File: config.mk
export PLATFORM = sky130hd
export DESIGN_NAME = mul_div_unit
export DESIGN_NICKNAME = d
export VERILOG_FILES = /design/src/rtl/mul_div_unit.sv
export SDC_FILE = /design/constraint.sdc
export NUM_CORES = 1
export LEC_CHECK = 0
export CAP_MARGIN = 0
export CORE_MARGIN = 1.5
export CORE_UTILIZATION = 60
export DETAILED_ROUTE_END_ITERATION = 10
export PLACE_DENSITY = 0.8
export SLEW_MARGIN = 10
export SYNTH_ARGS = -nofsm -noshare
export SYNTH_HDL_FRONTEND = slang
export SYNTH_SLANG_ARGS = --single-unit
File: constraint.sdc
create_clock -name CLK -period 9 [get_ports CLK]
set_clock_uncertainty 0.05 [all_clocks]
set_input_delay 1.35 -clock CLK [delete_from_list [all_inputs] [get_ports CLK]]
set_output_delay 1.35 -clock CLK [all_outputs]
set_load 0.01 [all_outputs]
File: src/rtl/mul_div_unit.sv
// Iterative 32-bit multiply/divide unit with architectural HI/LO registers.
// MULT/MULTU/DIV/DIVU take 33 cycles (32 iterations and a sign-fix cycle).
// MTHI/MTLO write in a single cycle. busy tells the pipeline to stall MFHI/MFLO.
module mul_div_unit (
  input  logic        CLK,
  input  logic        reset,
  input  logic        start,
  input  logic [2:0]  op,
  input  logic [31:0] rs_val,
  input  logic [31:0] rt_val,
  input  logic        abort,
  output logic        busy,
  output logic        done,
  output logic [31:0] hi,
  output logic [31:0] lo
);

  typedef enum logic [1:0] {StIdle, StCalc, StFix} state_e;

  state_e      state_q, state_d;
  logic [5:0]  cnt_q, cnt_d;
  logic [31:0] a_q, a_d;         // multiplicand magnitude (multiply)
  logic [31:0] b_q, b_d;         // divisor magnitude (divide)
  logic [63:0] acc_q, acc_d;     // product, or {remainder, quotient}
  logic        is_div_q, is_div_d;
  logic        neg_res_q, neg_res_d;
  logic        neg_rem_q, neg_rem_d;
  logic        divz_q, divz_d;
  logic [31:0] orig_a_q, orig_a_d;
  logic [31:0] hi_q, hi_d;
  logic [31:0] lo_q, lo_d;
  logic        done_q, done_d;

  logic        op_signed;
  logic        a_neg, b_neg;
  logic [31:0] a_mag, b_mag;
  logic [63:0] mul_step, div_step;
  logic [32:0] mul_sum;
  logic [32:0] div_rem;
  logic [33:0] div_diff;
  logic [63:0] prod_fix;
  logic [31:0] quot_fix, rem_fix;

  // Operand decode: magnitudes and sign flags of the incoming operands.
  always_comb begin
    op_signed = (op == 3'd0) || (op == 3'd2);
    a_neg     = op_signed && rs_val[31];
    b_neg     = op_signed && rt_val[31];
    a_mag     = a_neg ? (32'd0 - rs_val) : rs_val;
    b_mag     = b_neg ? (32'd0 - rt_val) : rt_val;
  end

  // One iteration of shift-add multiply and of restoring divide.
  always_comb begin
    mul_sum  = {1'b0, acc_q[63:32]} + {1'b0, (acc_q[0] ? a_q : 32'd0)};
    mul_step = {mul_sum, acc_q[31:1]};
    div_rem  = acc_q[63:31];
    div_diff = {1'b0, div_rem} - {2'b00, b_q};
    // Borrow set means the shifted remainder is below the divisor: restore.
    if (div_diff[33]) begin
      div_step = {div_rem[31:0], acc_q[30:0], 1'b0};
    end else begin
      div_step = {div_diff[31:0], acc_q[30:0], 1'b1};
    end
  end

  // Sign correction of the finished result.
  always_comb begin
    prod_fix = neg_res_q ? (64'd0 - acc_q) : acc_q;
    quot_fix = neg_res_q ? (32'd0 - acc_q[31:0]) : acc_q[31:0];
    rem_fix  = neg_rem_q ? (32'd0 - acc_q[63:32]) : acc_q[63:32];
  end

  // Next-state logic for the FSM, datapath and HI/LO.
  always_comb begin
    state_d   = state_q;
    cnt_d     = cnt_q;
    a_d       = a_q;
    b_d       = b_q;
    acc_d     = acc_q;
    is_div_d  = is_div_q;
    neg_res_d = neg_res_q;
    neg_rem_d = neg_rem_q;
    divz_d    = divz_q;
    orig_a_d  = orig_a_q;
    hi_d      = hi_q;
    lo_d      = lo_q;
    done_d    = 1'b0;
    unique case (state_q)
      StIdle: begin
        if (start) begin
          case (op)
            3'd0, 3'd1, 3'd2, 3'd3: begin
              is_div_d  = op[1];
              a_d       = a_mag;
              b_d       = b_mag;
              acc_d     = {32'd0, (op[1] ? a_mag : b_mag)};
              neg_res_d = a_neg ^ b_neg;
              neg_rem_d = a_neg;
              divz_d    = op[1] && (rt_val == 32'd0);
              orig_a_d  = rs_val;
              cnt_d     = 6'd0;
              state_d   = StCalc;
            end
            3'd4:    hi_d = rs_val;
            3'd5:    lo_d = rs_val;
            default: ;
          endcase
        end
      end
      StCalc: begin
        if (abort) begin
          state_d = StIdle;
        end else begin
          acc_d = is_div_q ? div_step : mul_step;
          cnt_d = cnt_q + 6'd1;
          if (cnt_q == 6'd31) begin
            state_d = StFix;
          end
        end
      end
      StFix: begin
        state_d = StIdle;
        if (!abort) begin
          done_d = 1'b1;
          if (!is_div_q) begin
            hi_d = prod_fix[63:32];
            lo_d = prod_fix[31:0];
          end else if (divz_q) begin
            hi_d = orig_a_q;
            lo_d = 32'hFFFF_FFFF;
          end else begin
            hi_d = rem_fix;
            lo_d = quot_fix;
          end
        end
      end
      default: state_d = StIdle;
    endcase
  end

  // State registers, cleared asynchronously by reset.
  always_ff @(posedge CLK or posedge reset) begin
    if (reset) begin
      state_q   <= StIdle;
      cnt_q     <= 6'd0;
      a_q       <= 32'd0;
      b_q       <= 32'd0;
      acc_q     <= 64'd0;
      is_div_q  <= 1'b0;
      neg_res_q <= 1'b0;
      neg_rem_q <= 1'b0;
      divz_q    <= 1'b0;
      orig_a_q  <= 32'd0;
      hi_q      <= 32'd0;
      lo_q      <= 32'd0;
      done_q    <= 1'b0;
    end else begin
      state_q   <= state_d;
      cnt_q     <= cnt_d;
      a_q       <= a_d;
      b_q       <= b_d;
      acc_q     <= acc_d;
      is_div_q  <= is_div_d;
      neg_res_q <= neg_res_d;
      neg_rem_q <= neg_rem_d;
      divz_q    <= divz_d;
      orig_a_q  <= orig_a_d;
      hi_q      <= hi_d;
      lo_q      <= lo_d;
      done_q    <= done_d;
    end
  end

  assign busy = (state_q != StIdle);
  assign done = done_q;
  assign hi   = hi_q;
  assign lo   = lo_q;

endmodule

==> summary.md, run 1 <==
| Metric | Value |
|---|---|
| Clock sink total | `236` |
| Post-synthesis sequential area ratio | `0.3309` |
| Initial Util | `0.6152` |
| Max frequency | `216.2 MHz` |
| CP top delay family | `compound AO/OA/AOI/OAI gates` |
| Max IR drop VDD | `0.1976 mV` |
| Placed Instances | `2667` |
| Worst-margin pin slew | `1.235 ns` |
| ANT cells | `0` |
| Stages on worst setup path | `11` |
| Post-synth top area cell | `dfrtp_1` |
| Non-Filler Instances | `2715` |
| Synth top area share | `0.3309` |
| Vias/cell | `6.583` |
| EDFF count, synth | `0` |
| Die height | `175.5 um` |
| Relative slew slack | `0.1765` |
| Critical path endpoint category | `flop` |
| Critical path fanouts, max | `49` |
| Congestion Overflow GR | `0` |
| CTS Buffer Depth | `3` |
| Via count | `17872` |
| Resized Gates After CTS | `0` |
| # H-tree levels | `1` |
| Wire per inst | `23.08 um` |
| Layout cell share with drive strength beyond 1 | `0.04290` |
| Routed Antenna Nets | `0` |
| Clk Latency, worst-skew pair | `0.55 ns` |
| Final count of pins violating max slew | `0` |
| Crit share post-route | `0.5138` |
| Critical Setup Path Class | `flop to flop` |
| R2R Path End | `acc_q[36]$_DFFE_PP0P_` |
| Async SR Flop Fraction | `1.000` |
| Final hold violations | `0` |
| Status | `finished clean` |
| RSZ-0062 raised after global routing | `no` |
| Setup Fix Bufs, Post-CTS | `0` |
| DR DRC count | `0` |
| CTS tree | `built` |
| I/O pin count | `137` |
| Clock slew at reported path FFs | `0.06 ns` |
| Mean post-synth cell area | `7.795 sq um` |
| Area of the multi-input gates | `0.01106 sq mm` |
| Syn Nets | `2432` |
| Die width | `175.5 um` |
| Reg area | `0.005909 sq mm` |
| Core area | `0.02901 sq mm` |
| Count of input and output buffers | `136` |
| Worst Path Required | `9.39 ns` |
| Count leader, synth | `nand2_1` |
| Startpoint Class | `flop` |
| All-Layer GR Usage | `0.4035` |
| DRT iter0 DRCs | `2187` |
| HPWL after DPL | `45.15 mm` |
| CP cell instances | `ha_1, nor2b_1, o31a_1, o311ai_0, o221ai_1, a21oi_1, o311ai_4, buf_4, o21ai_0, a211oi_1, a31o_2` |
| Max incr delay on CP | `0.83 ns` |
| Ys flop type | `dfrtp_1` |
| Reg2Reg Depth | `11` |
| CTS buffer count | `27` |
| First-pass GRT wire length | `96.08 mm` |
| Critical Path End | `acc_q[36]$_DFFE_PP0P_` |
| Number of core rows | `62` |
| Synthesis warning total | `0` |
| Min Clock Period, post-route | `4.624 ns` |
| Nets@finish | `2454` |
| Tightest Hold Check Type | `flop to flop` |
| Synthesis-stage register bit count | `236` |
| Critical path's slowest cell | `o311ai_0` |
| Crit Reg-Reg Startpoint | `acc_q[32]$_DFFE_PP0P_` |
| Detailed Route WL | `62.67 mm` |
| Yosys cell types | `70` |
| Pwr per Cell Area | `298.2 mW/mm^2` |
| Most frequent cells after synthesis | `nand2_1 (356), o21ai_0 (268), dfrtp_1 (236)` |
| Total of max-cap violations | `0` |
| Final Setup Violations | `0` |
| TritonRoute pass-1 iters | `6` |
| Vias in the first global route | `16543` |
| Crit. Startpoint | `acc_q[32]$_DFFE_PP0P_` |
| Setup_tns | `0 ns` |
| Static leakage | `8.583 nW` |
| Worst reg2reg setup slack | `4.38 ns` |
| Arrival time worst endpoint | `5.01 ns` |
| Synthesized area | `0.01785 sq mm` |
| RePlAce Congestion | `0.9988` |
| Largest net degree at the start of global routing | `107` |
| Fillers | `2379` |
| Synth top area cells | `dfrtp_1 (33%), o21ai_0 (7.5%), nand2_1 (7.5%)` |
| Initial antenna violation count | `0` |
| Worst path bufs/invs | `1` |
| Die Area | `0.03079 sq mm` |
| Post-CTS Hold Fix Bufs | `0` |
| Layout area overhead | `13.19%` |
| Root Buffer | `clkbuf_16` |
| Synth Instances | `2290` |
[stage by stage]
stage,total power [mW],setup WS (ns),hold WS [ns],util,cell area (sq um)
after global routing,6.379,4.250,0.4446,0.6964,20200
after global placement,4.671,4.395,0.4029,0.6634,19250
after detailed placement,4.731,4.281,0.4080,0.6634,19250
after CTS,5.943,4.559,0.4236,0.6964,20200
after floorplan,3.792,1.125,0.3881,-,17850
final,6.025,4.376,0.4235,0.6964,20200
[layout make-up]
cell class | count | area share
multi-input cells | 1815 | 0.5472
flip-flops and latches | 236 | 0.2925
repair buffers | 157 | 0.07494
clock buffers | 35 | 0.03741
well taps | 384 | 0.02378
inverters | 75 | 0.01431
clock inverters | 13 | 0.009847
[how the worst min path moves through the flow]
| stage | startpoint | endpoint | cells past startpoint |
|---|---|---|---|
| detailed placement | a_q[21]$_DFFE_PP0P_ | a_q[21]$_DFFE_PP0P_ | 2 |
| global placement | orig_a_q[17]$_DFFE_PP0P_ | orig_a_q[17]$_DFFE_PP0P_ | 2 |
| CTS | orig_a_q[28]$_DFFE_PP0P_ | orig_a_q[28]$_DFFE_PP0P_ | 2 |
| floorplan | a_q[21]$_DFFE_PP0P_ | a_q[21]$_DFFE_PP0P_ | 2 |
| global route | orig_a_q[12]$_DFFE_PP0P_ | orig_a_q[12]$_DFFE_PP0P_ | 2 |
| finish | orig_a_q[17]$_DFFE_PP0P_ | orig_a_q[17]$_DFFE_PP0P_ | 2 |
[flip-flops by register name, indices dropped and copies added (netlist names), 2 cells and up]
signal and flops:
acc_q 64, orig_a_q 31, b_q 32, hi 32
a_q 32, lo 32, state_q 2, cnt_q 6
[layer usage]
layer,vias to the layer above,GRT usage,wire [um]
met5,-,0,0
met4,0,0.2315,4318
met3,246,0.05671,6255
met2,1114,0.6081,26890
met1,8396,0.5575,25200
li1,8116,-,-
[logic make-up after synthesis]
group                      count (synthesis)  synth area share
adders and majority gates                 71           0.05061
AOI/OAI and AO/OA                        707            0.2361
and+or+nand+nor                          775            0.1966
xor gates and xnor gates                 185           0.09078
buffers and inverters                    239           0.05180
DFF                                      236            0.3309
muxes                                     77           0.04325
[worst reg2reg max path, stage by stage, from the launching register on]
cell and delay [ns]:
dfrtp_1 0.61, ha_1 0.31, nor2b_1 0.15, o31a_1 0.29
o311ai_0 0.83, o221ai_1 0.47, a21oi_1 0.64, o311ai_4 0.16
buf_4 0.32, o21ai_0 0.30, a211oi_1 0.11, a31o_2 0.26
[report_power, final]
part	internal, mW	total [mW]	switching [mW]
registers	1.33	1.80	0.471
logic	1.28	3.01	1.74
clock network	0.732	1.21	0.476
[placed cells by master, fill, tap and decap left out, drive strengths merged, types with 69 or more instances in the layout]
cell type and n:
a21oi 179, clkdlybuf4s50 135, dfrtp 236, ha 69, inv 74, mux2i 76
nand2 356, nor2 169, o21ai 268, xnor2 127
Power figures use the tool's default switching activity.
==> run 2: changes to the inputs <==
--- a/config.mk
+++ b/config.mk
@@ -7,9 +7,9 @@
 export LEC_CHECK = 0
 export CAP_MARGIN = 0
 export CORE_MARGIN = 1.5
-export CORE_UTILIZATION = 60
+export CORE_UTILIZATION = 54
 export DETAILED_ROUTE_END_ITERATION = 10
-export PLACE_DENSITY = 0.8
+export PLACE_DENSITY = 0.76
 export SLEW_MARGIN = 10
 export SYNTH_ARGS = -nofsm -noshare
 export SYNTH_HDL_FRONTEND = slang
==> constraint.sdc (replaced) <==
create_clock -name CLK -period 4.25 [get_ports CLK]
set_clock_uncertainty 0.05 [all_clocks]
set_input_delay 0.6375 -clock CLK [delete_from_list [all_inputs] [get_ports CLK]]
set_output_delay 0.6375 -clock CLK [all_outputs]
set_load 0.01 [all_outputs]
==> summary.md, run 2 (same netlist as run 1, synthesis figures left out) <==
| Metric | Value |
|---|---|
| Status | `finished clean` |
| Clock slew at reported path FFs | `0.06 ns (about the same)` |
| Congestion Overflow GR | `0 (unchanged)` |
| Relative slew slack | `0.2736 (+0.09706)` |
| Layout area overhead | `16.86%` |
| Die Area | `0.03415 sq mm (+11%)` |
| Routed Antenna Nets | `0 (unchanged)` |
| CTS buffer count | `28 (+3.7%)` |
| # H-tree levels | `1 (unchanged)` |
| Clk Latency, worst-skew pair | `0.57 ns (+0.02 ns)` |
| Clock power share | `0.212 (+0.011)` |
| Post-CTS Hold Fix Bufs | `0 (unchanged)` |
| Final hold violations | `0 (unchanged)` |
| Vias/cell | `6.373 (-3.2%)` |
| Crit share post-route | `0.9631 (+0.4492)` |
| Pre-CTS setup slack | `0.2001 ns (-4.081 ns)` |
| RSZ-0062 raised after global routing | `no` |
| Setup Fix Bufs, Post-CTS | `0 (unchanged)` |
| Worst Hold Margin | `0.4237 ns (+0.0001350 ns)` |
| Worst Path Required | `4.64 ns (-4.75 ns)` |
| CTS Buffer Depth | `3 (unchanged)` |
| Static leakage | `8.927 nW (+4.0%)` |
| All-Layer GR Usage | `0.3794 (-0.02409)` |
| Layout cell share with drive strength beyond 1 | `0.06695 (+0.02405)` |
| Detailed Route WL | `64.87 mm (+3.5%)` |
| Vias in the first global route | `17070 (+3.2%)` |
| Initial Util | `0.5486 (-0.06662)` |
| Top Layer Used | `met5` |
| Routed length on met1 | `25.57 mm (+1.5%)` |
| Number of flip-flops in the largest register | `64 (unchanged)` |
| Final Setup Violations | `0 (unchanged)` |
| Pwr per Cell Area | `633.3 mW/mm^2 (+110%)` |
| Max IR drop VDD | `0.5362 mV (+170%)` |
| CTS tree | `built` |
| Most common cell after layout, fill and taps aside | `nand2_1` |
| Tightest Hold Check Type | `flop to flop` |
| Setup_tns | `0 ns (unchanged)` |
| Critical Setup Path Class | `flop to flop` |
| Critical path endpoint category | `flop` |
| Min Clock Period, post-route | `4.093 ns (-0.5314 ns)` |
| Arrival time worst endpoint | `4.49 ns (-0.52 ns)` |
| RePlAce Congestion | `0.9744 (-2.4%)` |
| Nets@finish | `2511 (+2.3%)` |
| Net switching power | `5.791 mW (+120%)` |
| TritonRoute pass-1 iters | `6 (unchanged)` |
| Core area | `0.03254 sq mm (+12%)` |
| Critical path fanouts, max | `14 (-71%)` |
| Non-Filler Instances | `2833 (+4.3%)` |
| Wire per inst | `22.90 um (-0.79%)` |
| Clock sink total | `236 (unchanged)` |
| Worst setup margin | `0.1570 ns (-4.219 ns)` |
| I/O pin count | `137 (unchanged)` |
| HPWL after DPL | `48.07 mm (+6.5%)` |
| DRT iter0 DRCs | `1709 (-22%)` |
| Final count of pins violating max slew | `0 (unchanged)` |
| Worst-margin pin slew | `1.087 ns (-0.1482 ns)` |
| Register with the most flip-flops | `acc_q` |
| DR DRC count | `0 (unchanged)` |
| Startpoint Class | `flop` |
| Root Buffer | `clkbuf_16` |
| Switch share | `0.4384 (-0.007070)` |
| Initial antenna violation count | `3 (+3)` |
| Number of core rows | `66 (+6.5%)` |
| Via count | `18055 (+1.0%)` |
| Max frequency | `244.3 MHz (+13%)` |
| Fillers | `2874 (+21%)` |
| Placed Instances | `2781 (+4.3%)` |
| Internal cell power | `7.419 mW (+120%)` |
| Count of input and output buffers | `136 (unchanged)` |
| DR WL met2 | `29.03 mm (+8.0%)` |
| Die height | `184.8 um (+5.3%)` |
| Metal3 WL | `6.608 mm (+5.6%)` |
| Resized Gates After CTS | `0 (unchanged)` |
| Die width | `184.8 um (+5.3%)` |
| Reg power frac | `0.270 (-0.029)` |
| Combinational power share | `0.518 (+0.018)` |
| First-pass GRT wire length | `98.83 mm (+2.9%)` |
| Commonest cells after routing, fill and taps aside | `nand2_1 (356), o21ai_0 (268), dfrtp_1 (235)` |
| Total of max-cap violations | `0 (unchanged)` |
| Largest net degree at the start of global routing | `161 (+50%)` |
run 2: cell count changes in the layout (fill, tap and decap cells not counted), sizes merged:
| cell | delta |
|---|---|
| bufinv | +2 |
| inv | +2 |
| buf | +56 |
| diode | +1 |
| clkbuf | -2 |
| clkinvlp | +1 |
run 2: worst max-delay path, cell delays in order (launching register included):
cell and delay (ns):
dfrtp_1 0.46, or4_4 0.57, or4_4 0.47, or4_4 0.55, or4_4 0.65, or3_4 0.46, o41ai_2 0.34, a21oi_1 0.11
a31oi_1 0.19, o22ai_1 0.11
run 2: final timing paths:
path / start / depth (start not counted) / slack, ns / end
max reg2reg: acc_q[6]$_DFFE_PP0P_ / 9 / 0.16 / hi[22]$_DFFE_PP0P_
max in group asynchronous: reset / 3 / 2.84 / acc_q[10]$_DFFE_PP0P_
max: acc_q[6]$_DFFE_PP0P_ / 9 / 0.16 / hi[22]$_DFFE_PP0P_
min in group asynchronous: reset / 2 / 0.49 / orig_a_q[24]$_DFFE_PP0P_
min reg2reg: a_q[21]$_DFFE_PP0P_ / 2 / 0.42 / a_q[21]$_DFFE_PP0P_
min: a_q[21]$_DFFE_PP0P_ / 2 / 0.42 / a_q[21]$_DFFE_PP0P_
run 2: per-stage QoR:
stage,power (mW),instance area (sq um),utilization
after floorplan,8.030,17850,-
after global placement,10.11,19800,0.6085
after detailed placement,10.26,19800,0.6085
after CTS,13.07,20860,0.6410
after global routing,14.00,20860,0.6410
final,13.21,20860,0.6411
run 2: power groups by stage:
| stage | logic, mW | clock network (mW) | registers [mW] |
|---|---|---|---|
| floorplan | 4.70 | 0 | 3.33 |
| CTS | 6.72 | 2.80 | 3.55 |
| finish | 6.84 | 2.80 | 3.57 |
| global placement | 6.55 | 0 | 3.56 |
| detailed placement | 6.67 | 0 | 3.59 |
| global route | 7.47 | 2.89 | 3.65 |
run 2: cell type report:
| type | instances | area (sq um) | share of cell area |
|---|---|---|---|
| antenna | 1 | 2.502 | 0.0001200 |
| clock buffer | 33 | 770.7 | 0.03695 |
| clock inverter | 18 | 287.8 | 0.01380 |
| inverter | 75 | 285.3 | 0.01368 |
| multi-input combinational | 1815 | 11050 | 0.5299 |
| sequential | 236 | 5909 | 0.2833 |
| tap | 442 | 553.0 | 0.02651 |
| timing repair buffer | 213 | 1997 | 0.09574 |
run 2: routing by layer:
layer,global-route usage,vias up
met2,0.5901,963
li1,-,8227
met3,0.07727,242
met4,0.1954,4
met1,0.5000,8619
met5,0,-
==> run 3: changes to the inputs <==
--- a/config.mk
+++ b/config.mk
@@ -7,9 +7,9 @@
 export LEC_CHECK = 0
 export CAP_MARGIN = 0
 export CORE_MARGIN = 1.5
-export CORE_UTILIZATION = 54
+export CORE_UTILIZATION = 60
 export DETAILED_ROUTE_END_ITERATION = 10
-export PLACE_DENSITY = 0.76
+export PLACE_DENSITY = 0.8
 export SLEW_MARGIN = 10
 export SYNTH_ARGS = -nofsm -noshare
 export SYNTH_HDL_FRONTEND = slang
==> constraint.sdc (replaced) <==
create_clock -name CLK -period 4.4 [get_ports CLK]
set_clock_uncertainty 0.05 [all_clocks]
set_input_delay 0.66 -clock CLK [delete_from_list [all_inputs] [get_ports CLK]]
set_output_delay 0.66 -clock CLK [all_outputs]
set_load 0.01 [all_outputs]
==> summary.md, run 3 (same netlist as run 1, synthesis figures left out) <==
| Metric | Value |
|---|---|
| Area of the multi-input gates | `0.01105 sq mm (unchanged)` |
| CTS Buffer Depth | `3 (unchanged)` |
| DRT iter0 DRCs | `1919 (+12%)` |
| Detailed Route WL | `63.88 mm (-1.5%)` |
| Count of input and output buffers | `136 (unchanged)` |
| Min Clock Period, post-route | `4.118 ns (+0.02537 ns)` |
| I/O pin count | `137 (unchanged)` |
| Final count of pins violating max slew | `0 (unchanged)` |
| Setup_tns | `0 ns (unchanged)` |
| Number of core rows | `62 (-6.1%)` |
| Critical path fanouts, max | `14 (unchanged)` |
| Critical path endpoint category | `flop` |
| Die Area | `0.03079 sq mm (-9.8%)` |
| Initial Util | `0.6152 (+0.06662)` |
| Core area | `0.02901 sq mm (-11%)` |
| Routed Antenna Nets | `0 (unchanged)` |
| Layout cell share with drive strength beyond 1 | `0.05937 (-0.007577)` |
| Die width | `175.5 um (-5.0%)` |
| DR DRC count | `0 (unchanged)` |
| Total of max-cap violations | `0 (unchanged)` |
| Pwr per Cell Area | `601.8 mW/mm^2 (-5.0%)` |
| Root Buffer | `clkbuf_16` |
| Post-CTS Hold Fix Bufs | `0 (unchanged)` |
| CTS buffer count | `27 (-3.6%)` |
| RSZ-0062 raised after global routing | `no` |
| Via count | `18118 (+0.35%)` |
| Critical path's slowest cell | `or4_4` |
| # H-tree levels | `1 (unchanged)` |
| Setup Fix Bufs, Post-CTS | `0 (unchanged)` |
| Vias in the first global route | `17247 (+1.0%)` |
| Clock sink total | `236 (unchanged)` |
| Worst Path Required | `4.78 ns (+0.14 ns)` |
| Clock power share | `0.187 (-0.025)` |
| HPWL after DPL | `47.37 mm (-1.5%)` |
| Internal cell power | `6.793 mW (-8.4%)` |
| Final hold violations | `0 (unchanged)` |
| Hold depth | `2 (unchanged)` |
| Fillers | `2376 (-17%)` |
| CTS tree | `built` |
| Congestion Overflow GR | `0 (unchanged)` |
| Nets@finish | `2497 (-0.56%)` |
| CP cell instances | `or4_4, or4_4, or4_4, or4_4, or3_4, o41ai_2, a21oi_1, a31oi_1, o22ai_1` |
| Arrival time worst endpoint | `4.50 ns (about the same)` |
| Max frequency | `242.8 MHz (-0.62%)` |
| Max incr delay on CP | `0.66 ns (about the same)` |
| Clock slew at reported path FFs | `0.06 ns (about the same)` |
| Net switching power | `5.531 mW (-4.5%)` |
| Combinational power share | `0.527 (+0.009)` |
| Startpoint Class | `flop` |
| Most common cell after layout, fill and taps aside | `nand2_1` |
| Register with the most flip-flops | `acc_q` |
| TritonRoute pass-1 iters | `6 (unchanged)` |
| Die height | `175.5 um (-5.0%)` |
| Reg power frac | `0.287 (+0.017)` |
| Worst Hold Margin | `0.4247 ns (+0.001070 ns)` |
| Status | `finished clean` |
| Initial antenna violation count | `0 (-3)` |
| Reg2Reg Depth | `9 (unchanged)` |
| Relative slew slack | `0.1520 (-0.1215)` |
| Critical Setup Path Class | `flop to flop` |
| First-pass GRT wire length | `98.93 mm (about the same)` |
| Vias/cell | `6.564 (+3.0%)` |
| Static leakage | `8.762 nW (-1.8%)` |
| Resized Gates After CTS | `0 (unchanged)` |
| Worst-margin pin slew | `1.267 ns (+0.1803 ns)` |
| RePlAce Congestion | `1.024 (+5.1%)` |
| Largest net degree at the start of global routing | `163 (+1.2%)` |
| All-Layer GR Usage | `0.4154 (+0.03593)` |
| Switch share | `0.4488 (+0.01041)` |
| Layout area overhead | `14.73%` |
| Final Setup Violations | `0 (unchanged)` |
| Wire per inst | `23.14 um (+1.1%)` |
| Max IR drop VDD | `0.3999 mV (-25%)` |
| Commonest cells after routing, fill and taps aside | `nand2_1 (356), o21ai_0 (268), dfrtp_1 (235)` |
| Tightest Hold Check Type | `flop to flop` |
| Worst reg2reg setup slack | `0.28 ns (+0.12 ns)` |
| Most common cell on crit path | `or4_4` |
| Crit share post-route | `0.9360 (-0.02707)` |
| Number of flip-flops in the largest register | `64 (unchanged)` |
| Clk Latency, worst-skew pair | `0.56 ns (about the same)` |
| Reg area | `0.005909 sq mm (unchanged)` |
## run 3: metal layers
metal,global-route usage,routed length (um),vias to the layer above,share of wire
met5,0,0,-,0
met3,0.07186,6125,239,0.096
met2,0.6434,28130,1033,0.44
li1,-,-,8198,-
met1,0.5529,25490,8648,0.40
met4,0.2311,4137,0,0.065
## run 3: through the flow
step | instance area, sq um | utilization | power (mW) | setup slack, ns | cells
2_1_floorplan | 17850 | - | 7.756 | 0.5848 | 2290
3_3_place_gp | 19590 | 0.6752 | 9.705 | 0.4002 | 2710
3_5_place_dp | 19590 | 0.6752 | 9.848 | 0.3238 | 2710
4_1_cts | 20480 | 0.7058 | 12.16 | 0.3088 | 2759
5_1_grt | 20480 | 0.7058 | 13.05 | 0.1746 | 2759
6_report | 20480 | 0.7058 | 12.32 | 0.2817 | 2760
## run 3: area by class of cell
type | count | share of cell area
Antenna cell | 1 | 0.0001222
Clock buffer | 37 | 0.03727
Clock inverter | 12 | 0.005988
Inverter | 75 | 0.01393
Multi-Input combinational cell | 1815 | 0.5397
Sequential cell | 236 | 0.2886
Tap cell | 384 | 0.02346
Timing Repair Buffer | 200 | 0.09091
## run 3: path summary, 6_finish.rpt
check,start,endpoint
worst max-delay path,acc_q[6]$_DFFE_PP0P_,hi[22]$_DFFE_PP0P_
worst min-delay path,orig_a_q[10]$_DFFE_PP0P_,orig_a_q[10]$_DFFE_PP0P_
worst max register to register,acc_q[6]$_DFFE_PP0P_,hi[22]$_DFFE_PP0P_
worst min register to register,orig_a_q[10]$_DFFE_PP0P_,orig_a_q[10]$_DFFE_PP0P_
max in group asynchronous,reset,is_div_q$_DFFE_PP0P_
min in group asynchronous,reset,orig_a_q[24]$_DFFE_PP0P_
## run 3: worst max-delay path, delay by kind of cell (launching register included)
family | cells | cell delay, ns
compound gates | 4 | 0.75
flops | 1 | 0.46
simple gates | 5 | 2.73
## run 3: power groups by stage
stage	sequential (mW)	combinational, mW	clock, mW
2_1_floorplan	3.22	4.54	0
3_3_place_gp	3.51	6.20	0
3_5_place_dp	3.53	6.32	0
4_1_cts	3.50	6.36	2.30
5_1_grt	3.59	7.08	2.37
6_report	3.53	6.49	2.30
